--- config.mk ---
export PLATFORM = sky130hd
export DESIGN_NAME = crossing_request_flat
export DESIGN_NICKNAME = d
export VERILOG_FILES = /design/src/rtl/crossing_request_pkg.sv /design/src/rtl/crossing_request_if.sv /design/src/rtl/crossing_request_debounce.sv /design/src/rtl/crossing_request.sv /design/src/flat_wrapper.sv
export SDC_FILE = /design/constraint.sdc
export NUM_CORES = 1
export LEC_CHECK = 0
export BUFFER_PORTS_ARGS = -buffer_cell sky130_fd_sc_hd__buf_2
export CORE_MARGIN = 4
export CORE_UTILIZATION = 45
export CTS_CLUSTER_SIZE = 30
export DETAILED_ROUTE_END_ITERATION = 10
export GPL_TIMING_DRIVEN = 0
export MAX_ROUTING_LAYER = met4
export PLACE_DENSITY = 0.67
export SLEW_MARGIN = 10
export SYNTH_ARGS = -nofsm -noshare
export SYNTH_HDL_FRONTEND = slang
export SYNTH_HIERARCHICAL = 1
export SYNTH_SLANG_ARGS = --single-unit
--- constraint.sdc ---
create_clock -name clock -period 2.1 [get_ports clock]
set_input_delay 0 -clock clock [delete_from_list [all_inputs] [get_ports clock]]
set_output_delay 0 -clock clock [all_outputs]
set_load 0.1 [all_outputs]
--- src/rtl/crossing_request_pkg.sv ---
// Shared types and constants for the pedestrian crossing request unit.
// Holds the FSM state encoding, lightseq bit positions, the served-request ceiling and a saturating-increment helper.
package crossing_pkg;

    typedef enum logic [1:0] {
        IDLE  = 2'd0,
        REQ   = 2'd1,
        CROSS = 2'd2
    } state_t;

    localparam int LS_XING_GREEN = 0;
    localparam int LS_XING_RED   = 2;
    localparam int LS_TRAFFIC_G  = 3;
    localparam int LS_TRAFFIC_A  = 4;
    localparam int LS_TRAFFIC_R  = 5;

    localparam logic [7:0] REQ_COUNT_MAX = 8'd255;

    function automatic logic [7:0] sat_inc(input logic [7:0] v);
        return (v == REQ_COUNT_MAX) ? v : v + 8'd1;
    endfunction

endpackage

--- src/rtl/crossing_request_if.sv ---
// Button-panel / controller-side signal bundle of the crossing request unit.
// The slave modport is the request unit; the master modport is whatever drives the button and lightseq.
interface crossing_request_if;
    logic       button;
    logic [5:0] lightseq;
    logic       start;
    logic       wait_lamp;
    logic       beep;
    logic [7:0] req_count;

    modport master (output button, lightseq, input start, wait_lamp, beep, req_count);
    modport slave  (input button, lightseq, output start, wait_lamp, beep, req_count);
endinterface

--- src/rtl/crossing_request_debounce.sv ---
// Synchronise and debounce the raw button into a single-cycle press pulse.
// Latency: press visible DEBOUNCE_CYCLES+2 edges after the button is first sampled high; no backpressure.
module button_debounce #(
    parameter int DEBOUNCE_CYCLES = 4
) (
    input  logic clock,
    input  logic reset,
    input  logic button,
    output logic press
);

    logic       sync_a;
    logic       btn_s;
    logic [7:0] cnt;
    logic [7:0] cnt_nxt;
    logic       deb;
    logic       deb_d;

    // Run length of synchronised-high cycles; saturates so a long hold never wraps and re-fires.
    always_comb begin
        cnt_nxt = 8'd0;
        if (btn_s) begin
            cnt_nxt = (cnt == 8'hFF) ? cnt : cnt + 8'd1;
        end
    end

    always_ff @(posedge clock or negedge reset) begin
        if (!reset) begin
            sync_a <= 1'b0;
            btn_s  <= 1'b0;
            cnt    <= 8'd0;
            deb    <= 1'b0;
            deb_d  <= 1'b0;
        end else begin
            sync_a <= button;
            btn_s  <= sync_a;
            cnt    <= cnt_nxt;
            deb    <= btn_s && (cnt_nxt >= 8'(DEBOUNCE_CYCLES));
            deb_d  <= deb;
        end
    end

    assign press = deb & ~deb_d;

endmodule

--- src/rtl/crossing_request.sv ---
// Pedestrian request unit: holds start until crossing green, counts served requests, optional beep (CROSSING_BEEP_EN).
// Latency: start rises one edge after press, falls one edge after crossing green; no backpressure.
module crossing_request
    import crossing_pkg::*;
#(
    parameter int DEBOUNCE_CYCLES  = 4,
    parameter int BEEP_HALF_PERIOD = 2
) (
    input  logic               clock,
    input  logic               reset,
    crossing_request_if.slave  bus
);

    state_t     state;
    logic       start_q;
    logic [7:0] count;
    logic       press;
    logic       xing_green;
    logic       unused_ls;

    assign xing_green = bus.lightseq[LS_XING_GREEN];
    assign unused_ls  = ^bus.lightseq[5:1];

    button_debounce #(
        .DEBOUNCE_CYCLES(DEBOUNCE_CYCLES)
    ) u_debounce (
        .clock (clock),
        .reset (reset),
        .button(bus.button),
        .press (press)
    );

    // Crossing green outranks a coincident press, so a request is never latched during a crossing.
    always_ff @(posedge clock or negedge reset) begin
        if (!reset) begin
            state   <= IDLE;
            start_q <= 1'b0;
            count   <= 8'd0;
        end else begin
            case (state)
                IDLE: begin
                    if (xing_green) begin
                        state   <= CROSS;
                        start_q <= 1'b0;
                    end else if (press) begin
                        state   <= REQ;
                        start_q <= 1'b1;
                    end
                end
                REQ: begin
                    if (xing_green) begin
                        state   <= CROSS;
                        start_q <= 1'b0;
                        count   <= sat_inc(count);
                    end
                end
                CROSS: begin
                    if (!xing_green) begin
                        state   <= IDLE;
                        start_q <= 1'b0;
                    end
                end
                default: begin
                    state   <= IDLE;
                    start_q <= 1'b0;
                end
            endcase
        end
    end

    assign bus.start     = start_q;
    assign bus.wait_lamp = start_q;
    assign bus.req_count = count;

`ifdef CROSSING_BEEP_EN
    localparam int DIV_W = (BEEP_HALF_PERIOD > 1) ? $clog2(BEEP_HALF_PERIOD) : 1;

    logic [DIV_W-1:0] div;
    logic             beep_q;

    // Divider runs only while the crossing stays green; entry and exit both leave it cleared.
    always_ff @(posedge clock or negedge reset) begin
        if (!reset) begin
            div    <= '0;
            beep_q <= 1'b0;
        end else if (state == CROSS && xing_green) begin
            if (div == DIV_W'(BEEP_HALF_PERIOD - 1)) begin
                div    <= '0;
                beep_q <= ~beep_q;
            end else begin
                div <= div + DIV_W'(1);
            end
        end else begin
            div    <= '0;
            beep_q <= 1'b0;
        end
    end

    assign bus.beep = beep_q;
`else
    assign bus.beep = 1'b0;
`endif

endmodule

--- src/flat_wrapper.sv ---
// flat-port wrapper written by rule: the top's interface ports become plain ports
module crossing_request_flat import crossing_pkg::*;
#(
    parameter int DEBOUNCE_CYCLES  = 4,
    parameter int BEEP_HALF_PERIOD = 2
)
  (clock, reset, bus_button, bus_lightseq, bus_start, bus_wait_lamp, bus_beep, bus_req_count);
  crossing_request_if bus_i ();
  input  logic clock;
  input  logic reset;
  input wire logic [$bits(bus_i.button)-1:0] bus_button;
  input wire logic [$bits(bus_i.lightseq)-1:0] bus_lightseq;
  output wire logic [$bits(bus_i.start)-1:0] bus_start;
  output wire logic [$bits(bus_i.wait_lamp)-1:0] bus_wait_lamp;
  output wire logic [$bits(bus_i.beep)-1:0] bus_beep;
  output wire logic [$bits(bus_i.req_count)-1:0] bus_req_count;
  assign bus_i.button = bus_button;
  assign bus_i.lightseq = bus_lightseq;
  assign bus_start = bus_i.start;
  assign bus_wait_lamp = bus_i.wait_lamp;
  assign bus_beep = bus_i.beep;
  assign bus_req_count = bus_i.req_count;
  crossing_request #(.DEBOUNCE_CYCLES(DEBOUNCE_CYCLES), .BEEP_HALF_PERIOD(BEEP_HALF_PERIOD)) u_core (.clock(clock), .reset(reset), .bus(bus_i));
endmodule
### Word level (Yosys, flattened, before mapping)

Cells that the tools add are included.
W data, S select, Z words.

| storage, ports and cells | value |
|---|---|
| word-level logic and storage cells | 37 |
| input port bits | 9 |
| register bits after elaboration | 23 |

| operators by class | value |
|---|---|
| $add $sub $neg | 2 |
| mux-type cells | 12 |
| order comparisons | 1 |
| bitwise logic cells | 3 |
| equal/unequal tests | 7 |
| reductions and logical operators | 4 |

Operators with widths:

| operator | count |
|---|---|
| $add A8 B1 Y8 const B | 2 |
| $eq A8 B8 Y1 const B | 2 |
| $mux W8 | 2 |
| $ge A8 B3 Y1 const B | 1 |
| $mux W2 | 4 |
| $pmux W2 S3 | 1 |
| $reduce_and A3 Y1 | 2 |
| $mux W1 | 4 |
| $ne A2 B2 Y1 const B | 2 |
| $ne A3 B2 Y1 const B | 1 |
| $pmux W1 S3 | 1 |
| $eq A2 B1 Y1 const B | 1 |
| $eq A2 B2 Y1 const B | 1 |
| $logic_not A2 Y1 | 1 |
| $not A1 Y1 | 2 |
| $and A1 B1 Y1 | 1 |
| $logic_and A1 B1 Y1 | 1 |

### Logic depth before layout (Yosys ltp)

Gate-level depths: netlist of run 1.

| logic depth | value |
|---|---|
| word-level depth | 5 |
| mapped depth | 5 |

### Hierarchy

The synthesis of run 1 kept the hierarchy.

By module, submodules not included:

| module | area an instance (sq um) | times used | cells each |
|---|---|---|---|
| button_debounce | 594.3 | 1 | 56 |
| crossing_request | 515.5 | 1 | 45 |

### Worst setup path before layout of run 1

OpenSTA, ideal clock, no wires.

| timing path | value |
|---|---|
| kind | register -> register |
| start point | register u_core.count[3] (netlist: u_core/bus.req_count[3]) |
| end point | register u_core.count[1] (netlist: u_core/bus.req_count[1]) |
| library setup time | 0.126 ns |
| path slack | -0.010 ns |
| arrival | 1.984 ns |
| period minus slack after synthesis | 2.110 ns |
| path buffers | 0 |
| stages on the path, launching flop included | 5 |
| path through | dfrtp_1 -> and3_1 -> nand3_2 -> o21ai_2 -> mux2_2 |

| on the way | value |
|---|---|
| cells in the longest elaborated chain, start to end | 3 |

RTL lines:

| element | RTL line | text |
|---|---|---|
| from (decl) | crossing_request.sv:16 | `logic [7:0] count;` |
| from (signal assigned) | crossing_request.sv:54 | `count <= sat_inc(count);` |
| $eq A8 B8 Y1 | crossing_request_pkg.sv:20 | `return (v == REQ_COUNT_MAX) ? v : v + 8'd1;` |
| $not A1 Y1 (no line) | - |  |
| $reduce_and A3 Y1 (no line) | - |  |

No other way between the ends.
A chain may end at the register's enable or synchronous reset.

### Final worst setup path of run 1

| timing path | value |
|---|---|
| start point | register u_core.u_debounce.cnt[0] |
| end point | register u_core.u_debounce.deb |

| on the way | value |
|---|---|
| cells in the longest elaborated chain, start to end | 5 |

RTL lines:

| element | RTL line | text |
|---|---|---|
| from (decl) | crossing_request_debounce.sv:14 | `logic [7:0] cnt;` |
| from (signal assigned) | crossing_request_debounce.sv:37 | `cnt <= cnt_nxt;` |
| $add A8 B1 Y8 or $eq A8 B8 Y1 (tied branches) | crossing_request_debounce.sv:23 | `cnt_nxt = (cnt == 8'hFF) ? cnt : cnt + 8'd1;` |
| $mux W8 (*) | crossing_request_debounce.sv:23 |  |
| $mux W8 (*) | crossing_request_debounce.sv:22 | `if (btn_s) begin` |
| $ge A8 B3 Y1 (*) | crossing_request_debounce.sv:38 | `deb <= btn_s && (cnt_nxt >= 8'(DEBOUNCE_CYCLES));` |
| $logic_and A1 B1 Y1 (*) | crossing_request_debounce.sv:38 |  |
| to (signal assigned) | crossing_request_debounce.sv:38 |  |
| to (decl) | crossing_request_debounce.sv:16 | `logic deb;` |

Mark *: on every way between the ends. The rest lies on a longest branch, timed or not.

==> results of run 1 <==
-- kinds of logic after synthesis --
logic type      share of synthesized area [%]
mux                                      2.93
simple gates                             20.4
fa+ha+maj                                2.25
buf+inv                                  3.38
flops                                    51.9
xor+xnor                                 3.95
compound gates                           14.9
other cells                             0.338
-- power groups by stage --
stage	sequential [mW]	combinational [mW]	clock [mW]
finish	0.476	0.116	0.196
global route	0.480	0.125	0.224
CTS	0.476	0.117	0.211
detailed placement	0.485	0.113	0
global placement	0.483	0.111	0
floorplan	0.530	0.0381	0
-- sequential cells by signal (all words and copies together) (netlist names) --
register	cells
u_core/u_debounce/sync_a	1
u_core/u_debounce/btn_s	1
u_core/u_debounce/cnt	8
u_core/bus.req_count	8
u_core/state	2
u_core/u_debounce/deb	1
u_core/bus.start	1
u_core/u_debounce/deb_d	1
-- cells in the mapped netlist (all sizes together), types with 2 or more instances --
cell,instances
dfrtp,23
and3,2
and2,3
xnor2,4
nor2,3
nand4,2
nand3,7
ha,2
nor2b,3
nand2,5
buf,2
and4,3
inv,6
o21ai,6
a31oi,5
a21oi,7
nor3,2
mux2,2
-- stage by stage --
stage	instance area [um2]	total power, mW
floorplan	1110	0.568
global placement	1210	0.594
detailed placement	1210	0.598
CTS	1270	0.804
global route	1270	0.829
finish	1270	0.787
-- layer usage --
metal / routed length [um] / part of all wire [%]
met3: 96 / 4.7
met1: 889 / 43
met4: 14 / 0.68
met2: 1050 / 51
met5: 0 / 0
-- critical path, cell delays in order, from the launching register on --
cell and delay [ns]:
dfrtp_1 0.41, ha_1 0.30, nand3_2 0.15, o41a_1 0.42, a221oi_2 0.31, a31oi_1 0.13
-- final timing paths --
check,start,to,slack [ns],cells after the start
max,u_core/u_debounce/cnt[0]$_DFF_PN0_,u_core/u_debounce/deb$_DFF_PN0_,0.25,5
min,reset,u_core/bus.req_count[6]$_DFFE_PN0P_,0.19,2
max reg2reg,u_core/u_debounce/cnt[0]$_DFF_PN0_,u_core/u_debounce/deb$_DFF_PN0_,0.25,5
min reg2reg,u_core/u_debounce/sync_a$_DFF_PN0_,u_core/u_debounce/btn_s$_DFF_PN0_,0.36,0
max in group asynchronous,reset,u_core/bus.req_count[3]$_DFFE_PN0P_,1.55,2
min in group clock,bus_button,u_core/u_debounce/sync_a$_DFF_PN0_,0.33,2
-- layout make-up --
type / instances / area [um2]
fill: 209 / 1010
multi-input combinational: 70 / 497
timing repair buffer: 16 / 95.1
inverter: 6 / 22.5
sequential: 23 / 577
buffer: 2 / 15.0
tap: 28 / 35.0
clock buffer: 4 / 26.3
-- layout by cell type (no fill, tap or decap), drive strengths merged, types with 2 or more instances in the layout --
cell         synthesis  routed
dlygate4sd3          0       3
inv                  6       6
o21ai                6       6
nand4                2       2
a21oi                7       7
nor2                 3       3
and3                 2       2
dfrtp               23      23
clkbuf               0       4
mux2                 2       2
and2                 3       3
nor2b                3       3
a31oi                5       5
buf                  2      15
nand2                5       5
and4                 3       3
nand3                7       7
xnor2                4       4
nor3                 2       2
ha                   2       2
==> metrics, run 1 <==
status completed; clock slew at reported path FFs 0.12 ns; worst slack, placed between 0.2 and 0.3 ns; Layout Area Growth over Synthesis 14.2%; largest net degree at the start of global routing 24; Total Negative Setup Slacks 0 ns; drt drc 0; Seq cells post-synth 23; Post-Syn Nets 112; Synth area leaders dfrtp_1 52%, a21oi_1 3.2%, xnor2_1 3.2%; routability cong. 0.842; Final Cycle Share 87.9%; Unique masters post-synth 36; DR iter-0 viols 8; fmax 542 MHz; CTS tree built; Sequential Power Share 60.4%; port buffer count 13; async set-reset flop share out of synthesis 100%; Slew headroom roughly two thirds; post_cts resized 0; # diodes 0; num ports 20; measured slew at the worst slew-check pin 0.506 ns; vias in the first global route 830; Placed Cells 142; Leak 0.601 nW; number of buffers created by CTS 3; total setup buffers inserted after CTS 0; Syn Inst Count 101; nets 133; DR vias/cell 5.60; Clock Skew about 0.0038 ns; combinational power share 14.7%; Tot GR Track Use a little over an eighth; Cell Rows 17; area of the die between 3000 and 4000 um2; worst vdd ir roughly 380 uV; global route overflow 0; M3 GR Usage 2.67%; Routed WL per cell ~14 um; Fin Hold WS 0.187 ns; drt pass-1 iters 4; initial antenna violation count 0; Post-Route Utilization 55.7%; total core area about 2300 um2; post-route minimum period 1.85 ns; Net Sw Power 227 uW; Ys Warns 6; CTS H-tree lvls 1; Post-synth EDFFs 0; critical path startpoint category flip-flop; Avg Inst Size Synth 11.0 um2; power per cell area about 620 nW/um2; Routed WL 2050 um; Max clock buf depth 2; Final WS setup 0.253 ns; met2 usage a little under a quarter; Critical Path Sink Type flip-flop; Top Usage Layer GRT met2; die height 57.7 um; CP Data Arrival Time 2.03 ns; Post-CTS Hold Buffers 3; clk root buf clkbuf_4; max cap viols 0; Net Sw Frac 28.9%; sequential share of the synthesized area between 50 and 60%; top-area cell type share of the netlist area 51.9%; Starting Density 48.8%; share of cells above drive strength 1 between 20% and 30%; Post-Syn Area 1110 um2; first-pass GRT wire length 3450 um; Worst Path Max Fanout 7; Slew Limit Fails 0; Final setup viols 0; Sinks on Clock Net 23; Die W around 58 um; via count approximately 840; ANT nets after route 0; Synth area leader dfrtp_1; Clk pwr share 24.9%; Hold Path Class in2async; Power Internal approximately 560 uW; WS Path Type reg2reg; dpl hpwl 1500 um; routing usage on met1 15.1%; Worst EP required 2.28 ns; final hold vios 0; Clock Latency Late Sink 0.30 ns; RSZ-0062 raised after global routing false; Top FF cell, synth dfrtp_1; fin cells 149
Power figures use the tool's default switching activity.
==> run 2, diff against run 1 <==
CTS_BUF_LIST = sky130_fd_sc_hd__clkbuf_2   (was not set)
==> run 2 against run 1 <==
Against the previous run: final cell count did not move; clock skew grew 0.0070 ns; clock power decreased by 11%; cell area down 0.49%; sequential share of layout area up 0.23 points; first-iteration DRC count rose by 75%; non-clock buffer count stayed put; sequential power about the same; critical path type unchanged; largest cell class unchanged.
==> metrics, run 2 (synthesis gave the netlist of run 1 again) <==
status completed; WS Path Type reg2reg; Final setup viols 0; largest net degree at the start of global routing 24; number of buffers created by CTS 3; Max clock buf depth 2; via count 836; Worst Path Max Fanout 7; power per cell area 608 nW/um2; Clock Skew 0.0108 ns; Tot GR Track Use 13.6%; register area 577 um2; num ports 20; Post-Route Utilization 55.4%; Final Cell Area ~1300 um2; CP Data Arrival Time roughly 2.1 ns; dpl hpwl 1500 um; first-pass GRT wire length 3450 um; worst-path cell with the longest stage delay dfrtp_1; CTS H-tree lvls 1; commonest non-fill, non-tap cells in the layout 22 x dfrtp_1, 13 x buf_2, 7 x a21oi_1; worst vdd ir roughly 370 uV; drt drc 0; total core area 2280 um2; ANT nets after route 0; Leak 0.602 nW; CTS tree built; area of the die 3320 um2; Routed WL 2070 um; Routed WL per cell approximately 14 um; total power 767 uW; share of cells above drive strength 1 around 27%; post-route minimum period 1.86 ns; nets 133; area post-placement 1210 um2; initial antenna violation count 0; critical path startpoint category flip-flop; Cell Rows 17; fmax approximately 540 MHz; max cap viols 0; crit-path cells ha_1 -> nand3_2 -> o41a_1 -> a221oi_2 -> a31oi_1; Starting Density between 40 and 50%; Sinks on Clock Net 23; Clock Latency Late Sink 0.32 ns; Die W a little under 60 um; most common cell after layout, fill and taps aside dfrtp_1; multi-input combinational cell area around 500 um2; routability cong. ~0.84; global route overflow 0; DR iter-0 viols 14; Slew Limit Fails 0; port buffer count 13; Layout Area Growth over Synthesis 13.6%; clk root buf clkbuf_2; CP peak stage delay 0.44 ns; Hold Path Class in2async; RSZ-0062 raised after global routing false; Fill cells ~210; post_cts resized 0; Worst EP required 2.31 ns; clock slew at reported path FFs 0.21 ns; Final Cycle Share 88.8%; Critical Path Sink Type flip-flop; Total Negative Setup Slacks 0 ns; measured slew at the worst slew-check pin roughly 0.51 ns; die height 57.7 um; DR vias/cell 5.61; drt pass-1 iters 4; Slew headroom 66.0%; final hold vios 0; vias in the first global route 830; # diodes 0
==> run 2: worst paths after layout <==
check	startpoint	to	slack [ns]	cells past startpoint
min reg2reg	u_core/u_debounce/sync_a$_DFF_PN0_	u_core/u_debounce/btn_s$_DFF_PN0_	0.38	0
max	u_core/u_debounce/cnt[0]$_DFF_PN0_	u_core/u_debounce/deb$_DFF_PN0_	0.24	5
max in group asynchronous	reset	u_core/bus.req_count[3]$_DFFE_PN0P_	1.60	2
max reg2reg	u_core/u_debounce/cnt[0]$_DFF_PN0_	u_core/u_debounce/deb$_DFF_PN0_	0.24	5
min in group clock	bus_button	u_core/u_debounce/sync_a$_DFF_PN0_	0.30	2
min	reset	u_core/bus.req_count[6]$_DFFE_PN0P_	0.14	2
==> run 2: metal layers <==
metal / track usage [%] / routed length, um / vias to the layer above
met5: - / 0 / -
met4: 5.96 / 12 / 0
met3: 2.67 / 94 / 2
met2: 23.7 / 1050 / 17
met1: 15.1 / 913 / 411
li1: - / - / 406
==> run 2: stage by stage <==
step | setup WS [ns] | hold WS [ns] | std cells
5_1_grt | 0.129 | 0.157 | 149
3_5_place_dp | 0.262 | -0.000641 | 142
3_3_place_gp | 0.313 | 0.000846 | 142
6_report | 0.236 | 0.144 | 149
4_1_cts | 0.237 | 0.139 | 149
2_1_floorplan | 0.0228 | -0.296 | 101
==> run 2: cell type report <==
cell class | instances | area share (%)
sequential | 23 | 45.7
multi-input combinational | 70 | 39.4
timing repair buffer | 16 | 7.54
tap | 28 | 2.78
inverter | 6 | 1.79
clock buffer | 4 | 1.59
buffer | 2 | 1.19
==> run 2: critical path, delay by kind of cell, from the launching register on <==
family | cells | cell delay [ns]
AOI/OAI and AO/OA | 3 | 0.86
adders and majority gates | 1 | 0.31
DFF | 1 | 0.44
and+or+nand+nor | 1 | 0.16
==> run 2: power by group <==
group / internal [mW] / leakage, nW / switching, mW / total [mW]
clock: 0.0504 / 0.0166 / 0.124 / 0.175
combinational: 0.0275 / 0.277 / 0.0887 / 0.116
sequential: 0.459 / 0.309 / 0.0170 / 0.476
total: 0.537 / 0.602 / 0.230 / 0.767
==> run 2: timing repair <==
item                      CTS  global route
hold endpoints to repair   27             0
setup buffers               0             0
hold buffers                3             0
